==> config.mk <==
export PLATFORM = sky130hd
export DESIGN_NAME = ifetch_stage_flat
export DESIGN_NICKNAME = d
export VERILOG_FILES = /design/src/rtl/ifetch_stage_pkg.sv /design/src/rtl/ifetch_stage_if.sv /design/src/rtl/ifetch_stage_fetch_queue.sv /design/src/rtl/ifetch_stage.sv /design/src/flat_wrapper.sv
export SDC_FILE = /design/constraint.sdc
export NUM_CORES = 1
export LEC_CHECK = 0
export ABC_CLOCK_PERIOD_IN_PS = 4220
export CORE_MARGIN = 2
export CORE_UTILIZATION = 54
export CTS_BUF_LIST = sky130_fd_sc_hd__clkbuf_2
export CTS_CLUSTER_DIAMETER = 50
export DETAILED_ROUTE_END_ITERATION = 6
export GPL_ROUTABILITY_DRIVEN = 0
export PLACE_DENSITY_LB_ADDON = 0.08
export SLEW_MARGIN = 20
export SYNTH_ARGS = -nofsm -noshare
export SYNTH_HDL_FRONTEND = slang
export SYNTH_HIERARCHICAL = 1
export SYNTH_SLANG_ARGS = --single-unit
==> constraint.sdc <==
create_clock -name clk -period 4.22 [get_ports clk]
set_input_delay 1.055 -clock clk [delete_from_list [all_inputs] [get_ports clk]]
set_output_delay 1.055 -clock clk [all_outputs]
set_load 0.01 [all_outputs]
==> src/rtl/ifetch_stage_pkg.sv <==
`default_nettype none
// ============================================================================
//  Module  : ifetch_stage_pkg
//  Purpose : Shared types and constants for the instruction-fetch stage:
//            FSM state encoding, instruction word width, PC increment,
//            queue entry layout and a word-alignment helper.
//  Revision: 1.0 - initial release
// ============================================================================
package ifetch_stage_pkg;

   localparam int unsigned INST_W = 32;
   localparam logic [31:0] PC_INC = 32'd4;

   typedef enum logic [1:0] {
      ST_IDLE = 2'd0,
      ST_REQ  = 2'd1,
      ST_DROP = 2'd2
   } fetch_state_e;

   typedef struct packed {
      logic [31:0]       pc;
      logic [INST_W-1:0] inst;
   } iq_entry_t;

   function automatic logic [31:0] align_word(input logic [31:0] addr);
      return {addr[31:2], 2'b00};
   endfunction

endpackage
`default_nettype wire

==> src/rtl/ifetch_stage_if.sv <==
`default_nettype none
// ============================================================================
//  Module  : ifetch_stage_if
//  Purpose : Instruction-memory request/acknowledge bus.
//  Ports   : imem_req   - fetch request (master -> slave)
//            imem_addr  - word-aligned fetch address (master -> slave)
//            imem_ack   - request completes this cycle (slave -> master)
//            imem_rdata - instruction word, valid with imem_ack
//  Revision: 1.0 - initial release
// ============================================================================
interface ifetch_stage_if;
   logic        imem_req;
   logic [31:0] imem_addr;
   logic        imem_ack;
   logic [31:0] imem_rdata;

   modport master (output imem_req, output imem_addr,
                   input  imem_ack, input  imem_rdata);
   modport slave  (input  imem_req, input  imem_addr,
                   output imem_ack, output imem_rdata);
endinterface
`default_nettype wire

==> src/rtl/ifetch_stage_fetch_queue.sv <==
`default_nettype none
// ============================================================================
//  Module  : fetch_queue
//  Purpose : Synchronous FIFO of {pc, inst} entries between fetch and decode.
//  Ports   : clk, clrn (async active-low clear)
//            push/push_data - write an entry
//            pop            - retire the head entry
//            flush          - empty the queue (wins over push/pop)
//            head           - oldest entry (meaningful only when !empty)
//            full, empty, count
//  Revision: 1.0 - initial release
// ============================================================================
module fetch_queue
   import ifetch_stage_pkg::*;
#(
   parameter int unsigned IQ_DEPTH = 2
) (
   input  wire                              clk,
   input  wire                              clrn,
   input  wire                              push,
   input  iq_entry_t                        push_data,
   input  wire                              pop,
   input  wire                              flush,
   output iq_entry_t                        head,
   output logic                             full,
   output logic                             empty,
   output logic [$clog2(IQ_DEPTH):0]        count
);
   localparam int unsigned PW = $clog2(IQ_DEPTH);
   localparam int unsigned CW = PW + 1;

   iq_entry_t         mem_q [IQ_DEPTH];
   iq_entry_t         mem_d [IQ_DEPTH];
   logic [PW-1:0]     wr_ptr_q, wr_ptr_d;
   logic [PW-1:0]     rd_ptr_q, rd_ptr_d;
   logic [CW-1:0]     count_q,  count_d;
   logic              push_ok, pop_ok;

   assign full    = (count_q == CW'(IQ_DEPTH));
   assign empty   = (count_q == '0);
   assign count   = count_q;
   assign head    = mem_q[rd_ptr_q];
   assign push_ok = push & ~full;
   assign pop_ok  = pop & ~empty;

   always_comb begin
      mem_d    = mem_q;
      wr_ptr_d = wr_ptr_q;
      rd_ptr_d = rd_ptr_q;
      count_d  = count_q;
      if (flush) begin
         wr_ptr_d = '0;
         rd_ptr_d = '0;
         count_d  = '0;
      end else begin
         if (push_ok) begin
            mem_d[wr_ptr_q] = push_data;
            wr_ptr_d        = wr_ptr_q + PW'(1);   // power-of-2 depth: natural wrap
         end
         if (pop_ok) begin
            rd_ptr_d = rd_ptr_q + PW'(1);
         end
         count_d = count_q + CW'(push_ok) - CW'(pop_ok);
      end
   end

   always_ff @(posedge clk or negedge clrn) begin
      if (!clrn) begin
         for (int i = 0; i < int'(IQ_DEPTH); i++) begin
            mem_q[i] <= '0;
         end
         wr_ptr_q <= '0;
         rd_ptr_q <= '0;
         count_q  <= '0;
      end else begin
         mem_q    <= mem_d;
         wr_ptr_q <= wr_ptr_d;
         rd_ptr_q <= rd_ptr_d;
         count_q  <= count_d;
      end
   end

endmodule
`default_nettype wire

==> src/rtl/ifetch_stage.sv <==
`default_nettype none
// ============================================================================
//  Module  : ifetch_stage
//  Purpose : Instruction-fetch stage. Owns the fetch PC, runs one outstanding
//            req/ack transaction to instruction memory, buffers words in a
//            small queue for decode and discards fetches on redirect.
//  Ports   : clk, clrn (async active-low reset)
//            imem        - instruction-memory bus (master side)
//            redirect, redirect_pc - branch/jump retarget
//            stall       - decode holds the head entry
//            id_valid, id_inst, id_pc, id_pc4 - head of the queue
//  Revision: 1.0 - initial release
// ============================================================================
module ifetch_stage
   import ifetch_stage_pkg::*;
#(
   parameter logic [31:0] RESET_PC = 32'h0000_0000,
   parameter int unsigned IQ_DEPTH = 2
) (
   input  wire                 clk,
   input  wire                 clrn,
   ifetch_stage_if.master      imem,
   input  wire                 redirect,
   input  wire  [31:0]         redirect_pc,
   input  wire                 stall,
   output logic                id_valid,
   output logic [INST_W-1:0]   id_inst,
   output logic [31:0]         id_pc,
   output logic [31:0]         id_pc4
);
   localparam int unsigned CW = $clog2(IQ_DEPTH) + 1;

   fetch_state_e  state_q, state_d;
   logic [31:0]   fetch_pc_q, fetch_pc_d;
   logic [31:0]   drop_addr_q, drop_addr_d;   // address still owed an ack in DROP

   logic          iq_push, iq_pop, iq_full, iq_empty;
   logic [CW-1:0] iq_count;
   iq_entry_t     iq_head, iq_wdata;

   assign iq_wdata = '{pc: fetch_pc_q, inst: imem.imem_rdata};
   assign iq_pop   = id_valid & ~stall;

   always_comb begin
      state_d     = state_q;
      fetch_pc_d  = fetch_pc_q;
      drop_addr_d = drop_addr_q;
      iq_push     = 1'b0;
      unique case (state_q)
         ST_IDLE: begin
            // A redirect flushes the queue, so a slot is guaranteed free.
            if (redirect || (iq_count < CW'(IQ_DEPTH))) begin
               state_d = ST_REQ;
            end
         end
         ST_REQ: begin
            if (redirect) begin
               state_d     = imem.imem_ack ? ST_IDLE : ST_DROP;
               drop_addr_d = fetch_pc_q;
            end else if (imem.imem_ack) begin
               iq_push    = ~iq_full;
               fetch_pc_d = fetch_pc_q + PC_INC;
               state_d    = ST_IDLE;
            end
         end
         ST_DROP: begin
            if (imem.imem_ack) begin
               state_d = ST_IDLE;
            end
         end
         default: state_d = ST_IDLE;
      endcase
      if (redirect) begin
         fetch_pc_d = align_word(redirect_pc);
      end
   end

   always_ff @(posedge clk or negedge clrn) begin
      if (!clrn) begin
         state_q     <= ST_IDLE;
         fetch_pc_q  <= RESET_PC;
         drop_addr_q <= '0;
      end else begin
         state_q     <= state_d;
         fetch_pc_q  <= fetch_pc_d;
         drop_addr_q <= drop_addr_d;
      end
   end

   assign imem.imem_req  = (state_q != ST_IDLE);
   assign imem.imem_addr = (state_q == ST_DROP) ? drop_addr_q : fetch_pc_q;

   fetch_queue #(.IQ_DEPTH(IQ_DEPTH)) u_fetch_queue (
      .clk       (clk),
      .clrn      (clrn),
      .push      (iq_push),
      .push_data (iq_wdata),
      .pop       (iq_pop),
      .flush     (redirect),
      .head      (iq_head),
      .full      (iq_full),
      .empty     (iq_empty),
      .count     (iq_count)
   );

   // Empty queue presents zeros rather than stale storage.
   assign id_valid = ~iq_empty;
   assign id_inst  = iq_empty ? '0 : iq_head.inst;
   assign id_pc    = iq_empty ? '0 : iq_head.pc;
   assign id_pc4   = id_pc + PC_INC;

endmodule
`default_nettype wire

==> src/flat_wrapper.sv <==
// flat-port wrapper written by rule: the top's interface ports become plain ports
module ifetch_stage_flat import ifetch_stage_pkg::*;
#(
   parameter logic [31:0] RESET_PC = 32'h0000_0000,
   parameter int unsigned IQ_DEPTH = 2
)
  (clk, clrn, redirect, redirect_pc, stall, id_valid, id_inst, id_pc, id_pc4, imem_imem_req, imem_imem_addr, imem_imem_ack, imem_imem_rdata);
  ifetch_stage_if imem_i ();
  input  wire clk;
  input  wire clrn;
  input  wire redirect;
  input  wire  [31:0] redirect_pc;
  input  wire stall;
  output logic id_valid;
  output logic [INST_W-1:0] id_inst;
  output logic [31:0] id_pc;
  output logic [31:0] id_pc4;
  output wire logic [$bits(imem_i.imem_req)-1:0] imem_imem_req;
  output wire logic [$bits(imem_i.imem_addr)-1:0] imem_imem_addr;
  input wire logic [$bits(imem_i.imem_ack)-1:0] imem_imem_ack;
  input wire logic [$bits(imem_i.imem_rdata)-1:0] imem_imem_rdata;
  assign imem_imem_req = imem_i.imem_req;
  assign imem_imem_addr = imem_i.imem_addr;
  assign imem_i.imem_ack = imem_imem_ack;
  assign imem_i.imem_rdata = imem_imem_rdata;
  ifetch_stage #(.RESET_PC(RESET_PC), .IQ_DEPTH(IQ_DEPTH)) u_core (.clk(clk), .clrn(clrn), .imem(imem_i), .redirect(redirect), .redirect_pc(redirect_pc), .stall(stall), .id_valid(id_valid), .id_inst(id_inst), .id_pc(id_pc), .id_pc4(id_pc4));
endmodule
==> key figures <==
Setup path
  • Reg2reg path depth: 6
  • R2R Path End: u_core/u_fetch_queue/mem_q[81]$_DFFE_PN0P_
  • Worst setup EP type: primary output
  • CP Data Arrival Time: 3.12 ns
  • Crit path max fanout: 12
  • R2R Setup Slk: 1.76 ns
  • Launch point of the worst reg-to-reg path: u_core/state_q[0]$_DFFE_PN0P_
  • Worst Setup Start Kind: flip-flop
  • Crit. Startpoint: u_core/u_fetch_queue/rd_ptr_q$_DFFE_PN0P_
  • CP endpoint: id_pc4[27]
  • WS Path Type: reg2out
  • CP required: 3.16 ns

Yosys
  • Post-synthesis cell area: 10,200 um2
  • Yosys reg bits: 194
  • Mean Syn Cell Area: 11.7 um2
  • Sequential share of the synthesized area: 47.4%
  • Cells after Synth: 877
  • Netlist cell types: 49
  • Yosys warning count: 6

Clocking
  • Clock Latency Late Sink: 0.73 ns
  • Reg clk slew, reported paths: 0.27 ns
  • H-tree depth: 4
  • Clock tree buffer depth: 2
  • Num CTS Buffers: 17
  • Clock root cell: clkbuf_2
  • # clock sinks: 194
  • CTS tree: built
  • Hold_buf cts: 0

Detailed routing
  • DRT Pass-1 Iters: 4
  • Drt drc: 0
  • Drt wl/cell: 18.1 um
  • WL final: 24,100 um
  • Via Count: 7,520
  • DR vias/cell: 5.65
  • Antenna viol nets, final: 0
  • Initial DRC Count: 445

Finish
  • FILL cells: 1,473
  • Nets: 1,155
  • Layout cell share with drive strength beyond 1: 32.7%
  • Footprint of the multi-input gates: 5220 um2
  • Sequential Area: 4860 um2
  • Final instance area: 13,000 um2
  • Layout area overhead: 26.7%

Global routing
  • Tot GR Track Use: 23.9%
  • Global-route wire length before repair: 38,100 um
  • Largest net degree at the start of global routing: 96
  • Vias in the first global route: 7,199
  • Gr ovfl total: 0
  • Number of antenna violations at the first check in global routing: 1

Die
  • Die Height: 142 um
  • Num ports: 199
  • Row count: 50
  • Die Wd: 142 um
  • Die area: 20,100 um2
  • Core Box Area: 18,600 um2
  • Initial Utilization: 54.9%

STA
  • Tcrit/Tclk final: 98.9%
  • Worst-margin pin slew: 0.796 ns
  • Final Setup Violations: 0
  • Minimum clock period: 4.17 ns
  • Slew margin rel.: 46.5%
  • RSZ-0062 raised after global routing: true
  • Setup TNS: 0 ns
  • Final Max Slew Viols: 0
  • Final Hold Violating Endpoints: 0
  • Worst Skew: 0.0294 ns
  • Max Clk Rate: 240 MHz

Power
  • Pwr per Cell Area: 489 nW/um2
  • Peak VDD IR: 263 uV
  • Leak pwr: 5.63 nW

Run status
  • Status: finished, final reports clean

Placement
  • Area after DPL: 12,500 um2
  • Port buffer count: 194
  • Post-DP HPWL: 16,500 um

Flow run
  • Max-cap viol count: 0

Min path
  • Hold Path Class: in2async
[through the flow]
stage	cells	setup slack (ns)	hold slack [ns]	util, %	power [mW]
6_report	1330	0.0475	0.355	69.6	6.34
2_1_floorplan	882	0.326	0.450	-	4.43
3_5_place_dp	1275	0.345	0.474	66.8	5.38
5_1_grt	1330	-0.170	0.294	69.6	6.75
3_3_place_gp	1275	0.350	0.462	66.8	5.30
4_1_cts	1317	-0.161	0.282	69.0	6.35
[area by class of cell]
type | count | share of cell area (%)
inverter | 13 | 0.376
timing repair buffer | 237 | 17.7
tap | 234 | 2.26
sequential | 194 | 37.4
clock buffer | 20 | 0.772
multi-input combinational | 619 | 40.2
clock inverter | 12 | 1.20
antenna | 1 | 0.0193
[placed cells by master, fill, tap and decap left out, types with 4 or more instances in the layout]
master             n
or3_1              6
a21oi_1            7
or4_1             12
nor2b_2            4
conb_1             6
buf_12             7
buf_2              8
mux2_1             4
a31oi_1           13
nor4_2             4
mux2_2           234
nand3_1           15
dfrtp_1          192
mux2_4             4
xnor2_1            9
and4b_1            5
clkbuf_2          28
xor2_1            29
nor2_1            27
and3_1             9
and2_1             6
o21ai_0           29
dlygate4sd2_1      5
and4_1             4
nor2b_1           62
inv_1             13
buf_4             33
nand4_1           22
nand2_1           44
nor3_1            11
clkdlybuf4s50_1  171
o31ai_1            8
[timing repair]
action / CTS / global route
pin swaps: 8 / 7
hold endpoints to repair: 0 / 0
endpoints found under the setup margin: 60 / 19
gates cloned: 1 / 1
buffers inserted: 9 / 12
resized for setup: 67 / 31
[critical path, cell delays in order, from the launching register on]
cell	delay, ns
dfrtp_2	0.53
buf_12	0.17
buf_4	0.14
mux2_2	0.28
and4b_1	0.26
nand4_1	0.19
buf_4	0.21
buf_4	0.14
nor3_4	0.18
xor2_1	0.15
buf_2	0.14
[sequential cells by signal, summed over array words and instances, names as in the netlist]
| signal | cells |
|---|---|
| u_core/drop_addr_q | 30 |
| u_core/fetch_pc_q | 30 |
| u_core/state_q | 2 |
| u_core/u_fetch_queue/count | 2 |
| u_core/u_fetch_queue/mem_q | 128 |
| u_core/u_fetch_queue/rd_ptr_q | 1 |
| u_core/u_fetch_queue/wr_ptr_q | 1 |
[logic make-up after synthesis]
logic type	synth area share (%)
AOI/OAI and AO/OA	3.90
DFF	47.4
buffers and inverters	3.23
muxes	26.9
and+or+nand+nor	14.8
xor gates and xnor gates	3.25
adders and majority gates	0.489
other	0.0366
[Yosys cell counts (all sizes together)]
cell type	n	area, um2
mux2	242	2730
dfrtp	194	4850
nor2b	68	425
nand2	45	169
clkbuf	34	128
nor2	29	109
o21ai	29	145
xor2	29	254
nand4	23	159
buf	22	154
nor3	17	85.1
nand3	15	75.1
a31oi	13	81.3
inv	13	48.8
or4	12	90.1
and3	10	62.6
nor4	9	77.6
xnor2	9	78.8
o31ai	8	60.1
a21oi	7	35.0
and2	6	37.5
or3	6	37.5
and4b	5	50.1
and4	4	35.0
ha	4	50.1
mux2i	3	30.0
nand3b	3	35.0
a22oi	2	15.0
a311o	2	20.0
and3b	2	17.5
nand2b	2	15.0
nand4b	2	17.5
a211o	1	8.76
a221o	1	10.0
a311oi	1	8.76
conb	1	3.75
nor3b	1	7.51
o211ai	1	7.51
o21a	1	7.51
or2	1	6.26
[metal layers]
metal  vias to the layer above  GRT usage (%)  wire (um)  part of all wire (%)
met5                         -              0          0                     0
met2                       219           38.8      11600                    48
li1                       3545              -          -                     -
met3                        13           4.72       1240                   5.1
met1                      3743           33.6      11000                    46
met4                         0           4.95        171                  0.71
[worst min-delay path by stage]
stage / cells past startpoint / start / endpoint
final: 1 / clrn / u_core/u_fetch_queue/mem_q[7]$_DFFE_PN0P_
after global routing: 1 / clrn / u_core/u_fetch_queue/mem_q[8]$_DFFE_PN0P_
after CTS: 1 / clrn / u_core/u_fetch_queue/mem_q[4]$_DFFE_PN0P_
after detailed placement: 2 / u_core/drop_addr_q[8]$_DFFE_PN0P_ / u_core/drop_addr_q[8]$_DFFE_PN0P_
after global placement: 2 / u_core/drop_addr_q[31]$_DFFE_PN0P_ / u_core/drop_addr_q[31]$_DFFE_PN0P_
after floorplan: 2 / u_core/drop_addr_q[14]$_DFFE_PN0P_ / u_core/drop_addr_q[14]$_DFFE_PN0P_
[report_power, final]
part	switching, mW	internal [mW]
combinational	0.971	1.48
sequential	0.394	2.52
clock	0.628	0.342
(Power assumes the default switching activity.)
